$ cat config.mk
export PLATFORM = sky130hd
export DESIGN_NAME = mips_control_unit
export DESIGN_NICKNAME = d
export VERILOG_FILES = /design/src/rtl/mips_ctrl_pkg.sv /design/src/rtl/mips_alu_decode.sv /design/src/rtl/mips_control_unit.sv
export SDC_FILE = /design/constraint.sdc
export NUM_CORES = 1
export LEC_CHECK = 0
export BUFFER_PORTS_ARGS = -buffer_cell sky130_fd_sc_hd__buf_2
export CAP_MARGIN = 40
export CORE_ASPECT_RATIO = 1.5
export CORE_UTILIZATION = 45
export DETAILED_ROUTE_END_ITERATION = 10
export GPL_TIMING_DRIVEN = 0
export PLACE_DENSITY_LB_ADDON = 0.2
export REMOVE_ABC_BUFFERS = 1
export SKIP_CTS_REPAIR_TIMING = 1
export SYNTH_ARGS = -nofsm -noshare
export SYNTH_HDL_FRONTEND = slang
export SYNTH_SLANG_ARGS = --single-unit
$ cat constraint.sdc
create_clock -name Clk -period 3.8 [get_ports Clk]
set_clock_uncertainty 0.2 [all_clocks]
set_input_delay 1.14 -clock Clk [delete_from_list [all_inputs] [get_ports Clk]]
set_output_delay 1.14 -clock Clk [all_outputs]
set_load 0.005 [all_outputs]
$ cat src/rtl/mips_ctrl_pkg.sv
// Shared types and encodings for the MIPS multicycle control unit:
// state codes (exported on Estado), ALU selector codes, mux encodings,
// and the opcode/funct values the FSM decodes.
package mips_ctrl_pkg;

  typedef enum logic [7:0] {
    S_RESET      = 8'h00,
    S_FETCH      = 8'h01,
    S_FETCH_WAIT = 8'h02,
    S_DECODE     = 8'h03,
    S_R_EXEC     = 8'h04,
    S_R_WB       = 8'h05,
    S_MEM_ADDR   = 8'h06,
    S_LW_READ    = 8'h07,
    S_LW_WAIT    = 8'h08,
    S_LW_WB      = 8'h09,
    S_SW_WRITE   = 8'h0A,
    S_BEQ        = 8'h0B,
    S_BNE        = 8'h0C,
    S_JUMP       = 8'h0D,
    S_ADDI_EXEC  = 8'h0E,
    S_ADDI_WB    = 8'h0F,
    S_EXC_OPC    = 8'h10,
    S_EXC_OVF    = 8'h11,
    S_HALT       = 8'h13
  } state_t;

  typedef enum logic [2:0] {
    ALU_PASS_A = 3'b000,
    ALU_ADD    = 3'b001,
    ALU_SUB    = 3'b010,
    ALU_AND    = 3'b011,
    ALU_XOR    = 3'b110,
    ALU_CMP    = 3'b111
  } alu_op_t;

  localparam logic [1:0] PCSRC_ALU    = 2'b00;
  localparam logic [1:0] PCSRC_ALUOUT = 2'b01;
  localparam logic [1:0] PCSRC_JUMP   = 2'b10;
  localparam logic [1:0] PCSRC_EXC    = 2'b11;

  localparam logic [1:0] SRCB_B        = 2'b00;
  localparam logic [1:0] SRCB_FOUR     = 2'b01;
  localparam logic [1:0] SRCB_IMM      = 2'b10;
  localparam logic [1:0] SRCB_IMM_SHL2 = 2'b11;

  localparam logic [5:0] OP_RTYPE = 6'h00;
  localparam logic [5:0] OP_J     = 6'h02;
  localparam logic [5:0] OP_BEQ   = 6'h04;
  localparam logic [5:0] OP_BNE   = 6'h05;
  localparam logic [5:0] OP_ADDI  = 6'h08;
  localparam logic [5:0] OP_LW    = 6'h23;
  localparam logic [5:0] OP_SW    = 6'h2B;

  localparam logic [5:0] FN_ADD   = 6'h20;
  localparam logic [5:0] FN_SUB   = 6'h22;
  localparam logic [5:0] FN_AND   = 6'h24;
  localparam logic [5:0] FN_XOR   = 6'h26;
  localparam logic [5:0] FN_BREAK = 6'h0D;

endpackage

$ cat src/rtl/mips_alu_decode.sv
// R-type funct decoder: picks the ula32 operation and flags whether the
// funct is a supported arithmetic/logic op or the break (halt) encoding.
module mips_alu_decode
  import mips_ctrl_pkg::*;
(
  input  logic [5:0] funct_i,
  output alu_op_t    alu_op_o,
  output logic       valid_o,
  output logic       is_break_o
);

  // Unknown functs leave the ALU on pass-A and are reported as invalid.
  always_comb begin
    alu_op_o   = ALU_PASS_A;
    valid_o    = 1'b0;
    is_break_o = 1'b0;
    case (funct_i)
      FN_ADD:   begin alu_op_o = ALU_ADD; valid_o = 1'b1; end
      FN_SUB:   begin alu_op_o = ALU_SUB; valid_o = 1'b1; end
      FN_AND:   begin alu_op_o = ALU_AND; valid_o = 1'b1; end
      FN_XOR:   begin alu_op_o = ALU_XOR; valid_o = 1'b1; end
      FN_BREAK: is_break_o = 1'b1;
      default:  ;
    endcase
  end

endmodule

$ cat src/rtl/mips_control_unit.sv
// Moore multicycle control FSM for the MIPS datapath. Outputs decode the
// current state (plus Funct in R_EXEC and Zero in the branch states).
// Optional build macro MIPS_OVF_EXC_EN: add/sub/addi overflow traps to
// EXC_OVF instead of writing back.
module mips_control_unit
  import mips_ctrl_pkg::*;
#(
  parameter int unsigned MEM_WAIT       = 1,
  parameter logic [31:0] EXC_VEC_OPCODE = 32'h0000_00FC,
  parameter logic [31:0] EXC_VEC_OVF    = 32'h0000_00F8
) (
  input  logic        Clk,
  input  logic        reset_n,
  input  logic [5:0]  Opcode,
  input  logic [5:0]  Funct,
  input  logic        Zero,
  input  logic        Overflow,
  output logic        PC_load,
  output logic [1:0]  PC_src,
  output logic [31:0] ExcVec,
  output logic        IorD,
  output logic        wr,
  output logic        IRWrite,
  output logic        A_load,
  output logic        B_load,
  output logic        MDR_load,
  output logic        AluOut_load,
  output logic        EPC_load,
  output logic        RegDst,
  output logic        MemtoReg,
  output logic        RegWrite,
  output logic        ALUSrcA,
  output logic [1:0]  ALUSrcB,
  output logic [2:0]  ALUOp,
  output logic [7:0]  Estado
);

  // Counter preload: MEM_WAIT=0 still yields a single wait-state cycle.
  localparam logic [2:0] WAIT_LOAD = (MEM_WAIT > 0) ? 3'(MEM_WAIT - 1) : 3'd0;

  state_t     state_q, state_d;
  logic [2:0] cnt_q, cnt_d;

  alu_op_t rAluOp;
  logic    rValid;
  logic    rBreak;

  mips_alu_decode u_alu_decode (
    .funct_i   (Funct),
    .alu_op_o  (rAluOp),
    .valid_o   (rValid),
    .is_break_o(rBreak)
  );

  logic ovfTrap;
`ifdef MIPS_OVF_EXC_EN
  assign ovfTrap = Overflow;
`else
  logic unused_overflow;
  assign unused_overflow = Overflow;
  assign ovfTrap = 1'b0;
`endif

  logic isArith;
  assign isArith = (Funct == FN_ADD) || (Funct == FN_SUB);

  // State and wait counter; async reset drops every strobe immediately.
  always_ff @(posedge Clk or negedge reset_n) begin
    if (!reset_n) begin
      state_q <= S_RESET;
      cnt_q   <= 3'd0;
    end else begin
      state_q <= state_d;
      cnt_q   <= cnt_d;
    end
  end

  // Next-state selection and memory wait counting.
  always_comb begin
    state_d = state_q;
    cnt_d   = cnt_q;
    case (state_q)
      S_RESET:      state_d = S_FETCH;
      S_FETCH:      begin cnt_d = WAIT_LOAD; state_d = S_FETCH_WAIT; end
      S_FETCH_WAIT: if (cnt_q == 3'd0) state_d = S_DECODE; else cnt_d = cnt_q - 3'd1;
      S_DECODE: begin
        case (Opcode)
          OP_RTYPE:     state_d = S_R_EXEC;
          OP_ADDI:      state_d = S_ADDI_EXEC;
          OP_LW, OP_SW: state_d = S_MEM_ADDR;
          OP_BEQ:       state_d = S_BEQ;
          OP_BNE:       state_d = S_BNE;
          OP_J:         state_d = S_JUMP;
          default:      state_d = S_EXC_OPC;
        endcase
      end
      S_R_EXEC: begin
        if (rBreak)                  state_d = S_HALT;
        else if (!rValid)            state_d = S_EXC_OPC;
        else if (isArith && ovfTrap) state_d = S_EXC_OVF;
        else                         state_d = S_R_WB;
      end
      S_ADDI_EXEC:  state_d = ovfTrap ? S_EXC_OVF : S_ADDI_WB;
      S_MEM_ADDR:   state_d = (Opcode == OP_SW) ? S_SW_WRITE : S_LW_READ;
      S_LW_READ:    begin cnt_d = WAIT_LOAD; state_d = S_LW_WAIT; end
      S_LW_WAIT:    if (cnt_q == 3'd0) state_d = S_LW_WB; else cnt_d = cnt_q - 3'd1;
      S_R_WB, S_ADDI_WB, S_LW_WB, S_SW_WRITE,
      S_BEQ, S_BNE, S_JUMP, S_EXC_OPC, S_EXC_OVF:
                    state_d = S_FETCH;
      S_HALT:       state_d = S_HALT;
      default:      state_d = S_RESET;
    endcase
  end

  // Output decode: every strobe defaults low, each state raises its own.
  always_comb begin
    PC_load = 1'b0; PC_src = PCSRC_ALU; ExcVec = EXC_VEC_OPCODE;
    IorD = 1'b0; wr = 1'b0; IRWrite = 1'b0;
    A_load = 1'b0; B_load = 1'b0; MDR_load = 1'b0; AluOut_load = 1'b0; EPC_load = 1'b0;
    RegDst = 1'b0; MemtoReg = 1'b0; RegWrite = 1'b0;
    ALUSrcA = 1'b0; ALUSrcB = SRCB_B; ALUOp = ALU_PASS_A;
    case (state_q)
      S_RESET: ExcVec = 32'h0;
      S_FETCH_WAIT: begin
        ALUSrcB = SRCB_FOUR; ALUOp = ALU_ADD;
        if (cnt_q == 3'd0) begin IRWrite = 1'b1; PC_load = 1'b1; end
      end
      S_DECODE: begin
        A_load = 1'b1; B_load = 1'b1; AluOut_load = 1'b1;
        ALUSrcB = SRCB_IMM_SHL2; ALUOp = ALU_ADD;
      end
      S_R_EXEC:    begin ALUSrcA = 1'b1; ALUOp = rAluOp; AluOut_load = 1'b1; end
      S_R_WB:      begin RegDst = 1'b1; RegWrite = 1'b1; end
      S_ADDI_EXEC, S_MEM_ADDR: begin
        ALUSrcA = 1'b1; ALUSrcB = SRCB_IMM; ALUOp = ALU_ADD; AluOut_load = 1'b1;
      end
      S_ADDI_WB:   RegWrite = 1'b1;
      S_LW_READ:   IorD = 1'b1;
      S_LW_WAIT:   begin IorD = 1'b1; MDR_load = (cnt_q == 3'd0); end
      S_LW_WB:     begin MemtoReg = 1'b1; RegWrite = 1'b1; end
      S_SW_WRITE:  begin IorD = 1'b1; wr = 1'b1; end
      S_BEQ, S_BNE: begin
        ALUSrcA = 1'b1; ALUOp = ALU_CMP; PC_src = PCSRC_ALUOUT;
        PC_load = (state_q == S_BEQ) ? Zero : !Zero;
      end
      S_JUMP:      begin PC_src = PCSRC_JUMP; PC_load = 1'b1; end
      S_EXC_OPC:   begin
        ALUSrcB = SRCB_FOUR; ALUOp = ALU_SUB; EPC_load = 1'b1;
        PC_src = PCSRC_EXC; PC_load = 1'b1;
      end
`ifdef MIPS_OVF_EXC_EN
      S_EXC_OVF:   begin
        ALUSrcB = SRCB_FOUR; ALUOp = ALU_SUB; EPC_load = 1'b1;
        PC_src = PCSRC_EXC; PC_load = 1'b1; ExcVec = EXC_VEC_OVF;
      end
`endif
      default: ;
    endcase
  end

  assign Estado = state_q;

endmodule

== After elaboration in Yosys (flattened, before gate mapping) ==
Cells that the tools add are included.
Word-level totals
  input bits: 16
  register bits after elaboration: 11
  word-level logic and storage cells: 86
Cells by class
  equal/unequal tests: 32
  add/sub/neg operators: 1
  muxes and demuxes: 30
  reduce and logical (&&, ||, !) cells: 21
Operator list (number)
  $pmux 8 s10: 1
  $eq 8x4->1 const B: 8
  $eq 6x6->1 const B: 6
  $eq 8x3->1 const B: 4
  $pmux 5 s6: 1
  $eq 8x5->1 const B: 3
  $mux 8: 3
  $pmux 3 s4: 2
  $eq 8x2->1 const B: 2
  $mux 1: 15
  $reduce_or 2->1: 7
  $eq 6x3->1 const B: 2
  $eq 6x4->1 const B: 2
  $pmux 2 s3: 2
  $reduce_or 4->1: 3
  $mux 5: 2
  $reduce_or 10->1: 1
  $eq 8x1->1 const B: 1
  $logic_not 8->1: 1
  $eq 6x2->1 const B: 1
  $logic_not 6->1: 1
  $ne 2x2->1 const B: 3
  $pmux 3 s2: 1
  $reduce_or 3->1: 2
  9 further kinds: 10

== Depth between registers and ports, before layout ==
  depth after elaboration: 6
  depth in mapped cells: 6
  mapped depth without buffers: 6

== Modules after synthesis ==
From an unflattened synthesis, not the netlist that was laid out.
Second synthesis, totals
  cells, all modules: 191
  area, all modules: 1363.8 sq um
By module, submodules not included
  mips_control_unit: cells each 185, instances 1, area each 1305.0 sq um
  mips_alu_decode: cells each 6, instances 1, area each 58.8 sq um

== Worst setup path before layout ==
OpenSTA, ideal clock, no wires.
  path type: input to output
  from: input port Funct[0]
  to: output port ALUOp[2]
  data arrival time: 2.044 ns
  slack: 0.416 ns
  stages on the path: 4
  required time: 2.460 ns
  path through: nor4b_1 a31oi_1 or3_1 a21oi_1
On the way
  word-level cells in the longest chain between the ends: 3
RTL lines
  start: declaration: RTL line mips_control_unit.sv:15  | input logic [5:0] Funct,
  $eq 6x6->1: RTL line mips_alu_decode.sv:17  | case (funct_i)
  $pmux 3 s4 (*): RTL line mips_alu_decode.sv:17
  $pmux 3 s4 (*): RTL line mips_control_unit.sv:122  | case (state_q)
  end: declaration: RTL line mips_control_unit.sv:34  | output logic [2:0] ALUOp,
Every way passes the cells marked *; elsewhere a longest branch is shown, timed or not.

== Worst setup path after layout ==
Ends and elaborated chain as after synthesis.

==> impl_metrics.py <==
metrics = {
    "run_status": {
        "run_status": "finished, final reports clean",
    },
    "pwr": {
        "power.leakage_nw": 0.699,
        "ir_drop_mv": 0.186,
        "pwr_density_cell_nw_per_um2": 515,
    },
    "cells_and_area": {
        "syn2layout_area_growth_pct": 5.23,
        "nNetsFinal": 228,
        "antenna_cells_inserted": 0,
        "fin_area_um2": 1440,
        "finish.cell_count_without_fillers": 247,
        "fraction_of_layout_instances_using_a_drive_strength_above_1": 0.279,
    },
    "placed_design": {
        "placement.io_buffers": 45,
        "routabilityCongestion": 0.828,
        "numPlacedInstances": 244,
        "place.detailed.hpwl_mm": 2.23,
        "detailed_place.area_um2": 1390,
        "detailedPlace.worstSlack_ns": 0.121,
    },
    "floorplanning": {
        "die_area_um2": 3260,
        "initial_utilization": 0.473,
        "die_w_um": 47.0,
        "rows": 24,
        "core_region_area_um2": 2880,
        "io-pin-count": 76,
        "die_height_um": 69.4,
    },
    "min_path": {
        "worst_hold_path.endpoint": "cnt_q[0]",
        "min_path_type": "register to register",
        "holdPathStages": 1,
        "min_from": "cnt_q[0]",
    },
    "routing": {
        "detail_route.wirelength_mm": 2.97,
        "first_pass_iters": 4,
        "ant_nets": 0,
        "detail_route.iter0.violations": 24,
        "detail_route.vias_per_cell": 5.36,
        "num_vias": 1325,
        "route.detailed.drc": 0,
        "avgRoutedWirePerCell_um": 12.0,
    },
    "clock_network": {
        "cts_num_sinks": 8,
        "cts.htree.levels": 1,
        "numCtsBuffers": 3,
        "root_buffer": "clkbuf_8",
        "clk_path_buf_depth": 2,
        "cts_tree": "yes",
        "clkSlewWorstSetupHoldPaths_ns": 0.04,
        "insertion_delay_ns": 0.23,
    },
    "yosys": {
        "synth.distinct_cells": 51,
        "yosysWarningCount": 0,
        "ys_seq_area_frac": 0.147,
        "synth_cells": 183,
        "postSynth.asyncResetShare": 1.00,
        "synth_enable_flop_cells": 0,
        "mean_area_per_synthesized_cell_um2": 7.45,
        "ys.flop_type": "dfrtp_1",
        "synth.cell_area_um2": 1360,
        "seq_cells_post_synth": 8,
    },
    "global_routing": {
        "grt_start_max_net_pins": 28,
        "grt-ovfl-total": 0,
        "vias_in_the_first_global_route": 1221,
        "global_route.usage.total": 0.195,
        "grt_first_pass_wirelength_mm": 4.93,
        "antenna_violations_before_repair": 0,
    },
    "run": {
        "maxCapViolCount": 0,
    },
    "worst_setup_path": {
        "timing.critical_path.mode_cell": "buf_2",
        "path_delay_family": "simple AND/OR/NAND/NOR gates",
        "max_stage_delay_ns": 0.33,
        "critPathMaxFanout": 3,
        "timing.critical_path.arrival_ns": 2.27,
        "worst_setup_path_end_kind": "output port",
        "cell_chain_critical_path": "buf_2, nor4b_2, a31oi_1, or3_1, a21oi_1, buf_2",
        "critPathBufInv": 2,
        "worst_r2r_path_depth": 4,
        "critical_path_data_required_time_ns": 2.46,
        "setup.worst_path.start_class": "input pin",
        "r2r_slack_ns": 1.33,
        "critical_path.reg2reg.endpoint": "Estado[3]",
        "rr_startpoint": "Estado[1]",
        "crit_slowest_cell": "or3_1",
        "path_class": "input pin to output port",
    },
    "timing": {
        "clock.fmax_ghz": 0.277,
        "final.setup.tns_ns": 0,
        "timing_max_transition_violations_final": 0,
        "period_share": 0.950,
        "layout_min_cycle_time_ns": 3.61,
        "tightest_hold_margin_ns": 0.297,
        "worstMarginPinSlew_ns": 0.816,
        "rsz_0062_raised_after_global_routing": "no",
        "max_slew_margin": 0.456,
        "setup_violations": 0,
        "final_hold_viol_count": 0,
        "worst_slack_ns": 0.191,
    },
}
## per-layer routing
| metal | routed length, um | track usage | up-vias |
|---|---|---|---|
| li1 | - | - | 638 |
| met2 | 1570 | 0.324 | 56 |
| met5 | 0 | 0 | - |
| met4 | 24 | 0.102 | 0 |
| met3 | 154 | 0.0260 | 4 |
| met1 | 1220 | 0.230 | 627 |
## synth_stat cells (4+ instances only)
cell type,n,area (um2)
dfrtp_1,8,200
buf_4,37,278
nor2_1,9,33.8
nand2b_1,4,25.0
or3_1,7,43.8
nand2_1,8,30.0
clkbuf_1,9,33.8
nor3_1,8,40.0
a21oi_1,8,40.0
a211o_1,4,35.0
o21ai_0,10,50.1
inv_1,7,26.3
nand3_1,4,20.0
## area by class of cell
class | instances | area, um2
tap | 39 | 48.8
clock buffer | 3 | 41.3
inverter | 7 | 26.3
timing repair buffer | 45 | 225
fill | 308 | 1450
multi-input combinational | 145 | 893
sequential | 8 | 200
## worst register-to-register path: stages, from the launching register on
cell and delay [ns]:
dfrtp_1 0.86, nand2b_1 0.36, or4_4 0.51, or3_1 0.36
o211ai_1 0.10
## where the power goes
| group | total, W | leakage, nW | switching [W] | internal (W) |
|---|---|---|---|---|
| clock | 0.0000978 | 0.0216 | 0.0000295 | 0.0000683 |
| combinational | 0.000434 | 0.571 | 0.000204 | 0.000230 |
| sequential | 0.000206 | 0.106 | 0.000104 | 0.000102 |
| total | 0.000739 | 0.699 | 0.000338 | 0.000400 |
## through the flow
stage	total power, W	util
2_1_floorplan	0.000453	-
3_3_place_gp	0.000632	0.481
3_5_place_dp	0.000642	0.481
4_1_cts	0.000744	0.496
5_1_grt	0.000816	0.498
6_report	0.000739	0.498
## cells in the final DEF (no fill, tap or decap), types with 2 or more instances in the layout
cell      instances
nor2_1            9
nor3b_1           2
nor3_1            8
a21boi_0          2
or3_1             7
o22ai_1           2
buf_2            45
nand4b_1          3
nand3b_1          2
a22oi_1           2
nor4_1            2
a31oi_1           2
ha_1              2
clkbuf_8          3
a21oi_1           8
nand3_1           4
a211o_1           4
inv_1             7
o31ai_1           2
nand2b_1          4
conb_1           29
o211ai_1          2
xor2_1            2
nor4b_1           2
dfrtp_1           8
xnor2_1           3
o21ai_0          10
or2_2             2
nand2_1           8
or3b_2            2
## kinds of logic (layout without fill, tap and decap cells)
kind of cell,Yosys count,count (layout),share of synthesized area
buffers and inverters,58,55,0.280
other,1,29,0.00275
AOI/OAI and AO/OA,44,44,0.223
adders and majority gates,2,2,0.0183
xor gates and xnor gates,5,5,0.0321
and+or+nand+nor,65,65,0.297
DFF,8,8,0.147
## worst max-delay path by stage
stage             start  endpoint  cells after the start
2_1_floorplan  Funct[0]  ALUOp[2]                      4
3_3_place_gp   Funct[0]  ALUOp[2]                      6
3_5_place_dp   Funct[0]  ALUOp[2]                      6
4_1_cts        Funct[0]  ALUOp[2]                      6
5_1_grt        Funct[0]  ALUOp[2]                      6
6_report       Funct[0]  ALUOp[2]                      6
## flip-flops by register name, indices dropped and copies added (netlist names)
name    count
cnt_q       3
Estado      5
Note: power is estimated with default switching activity, not from simulation.
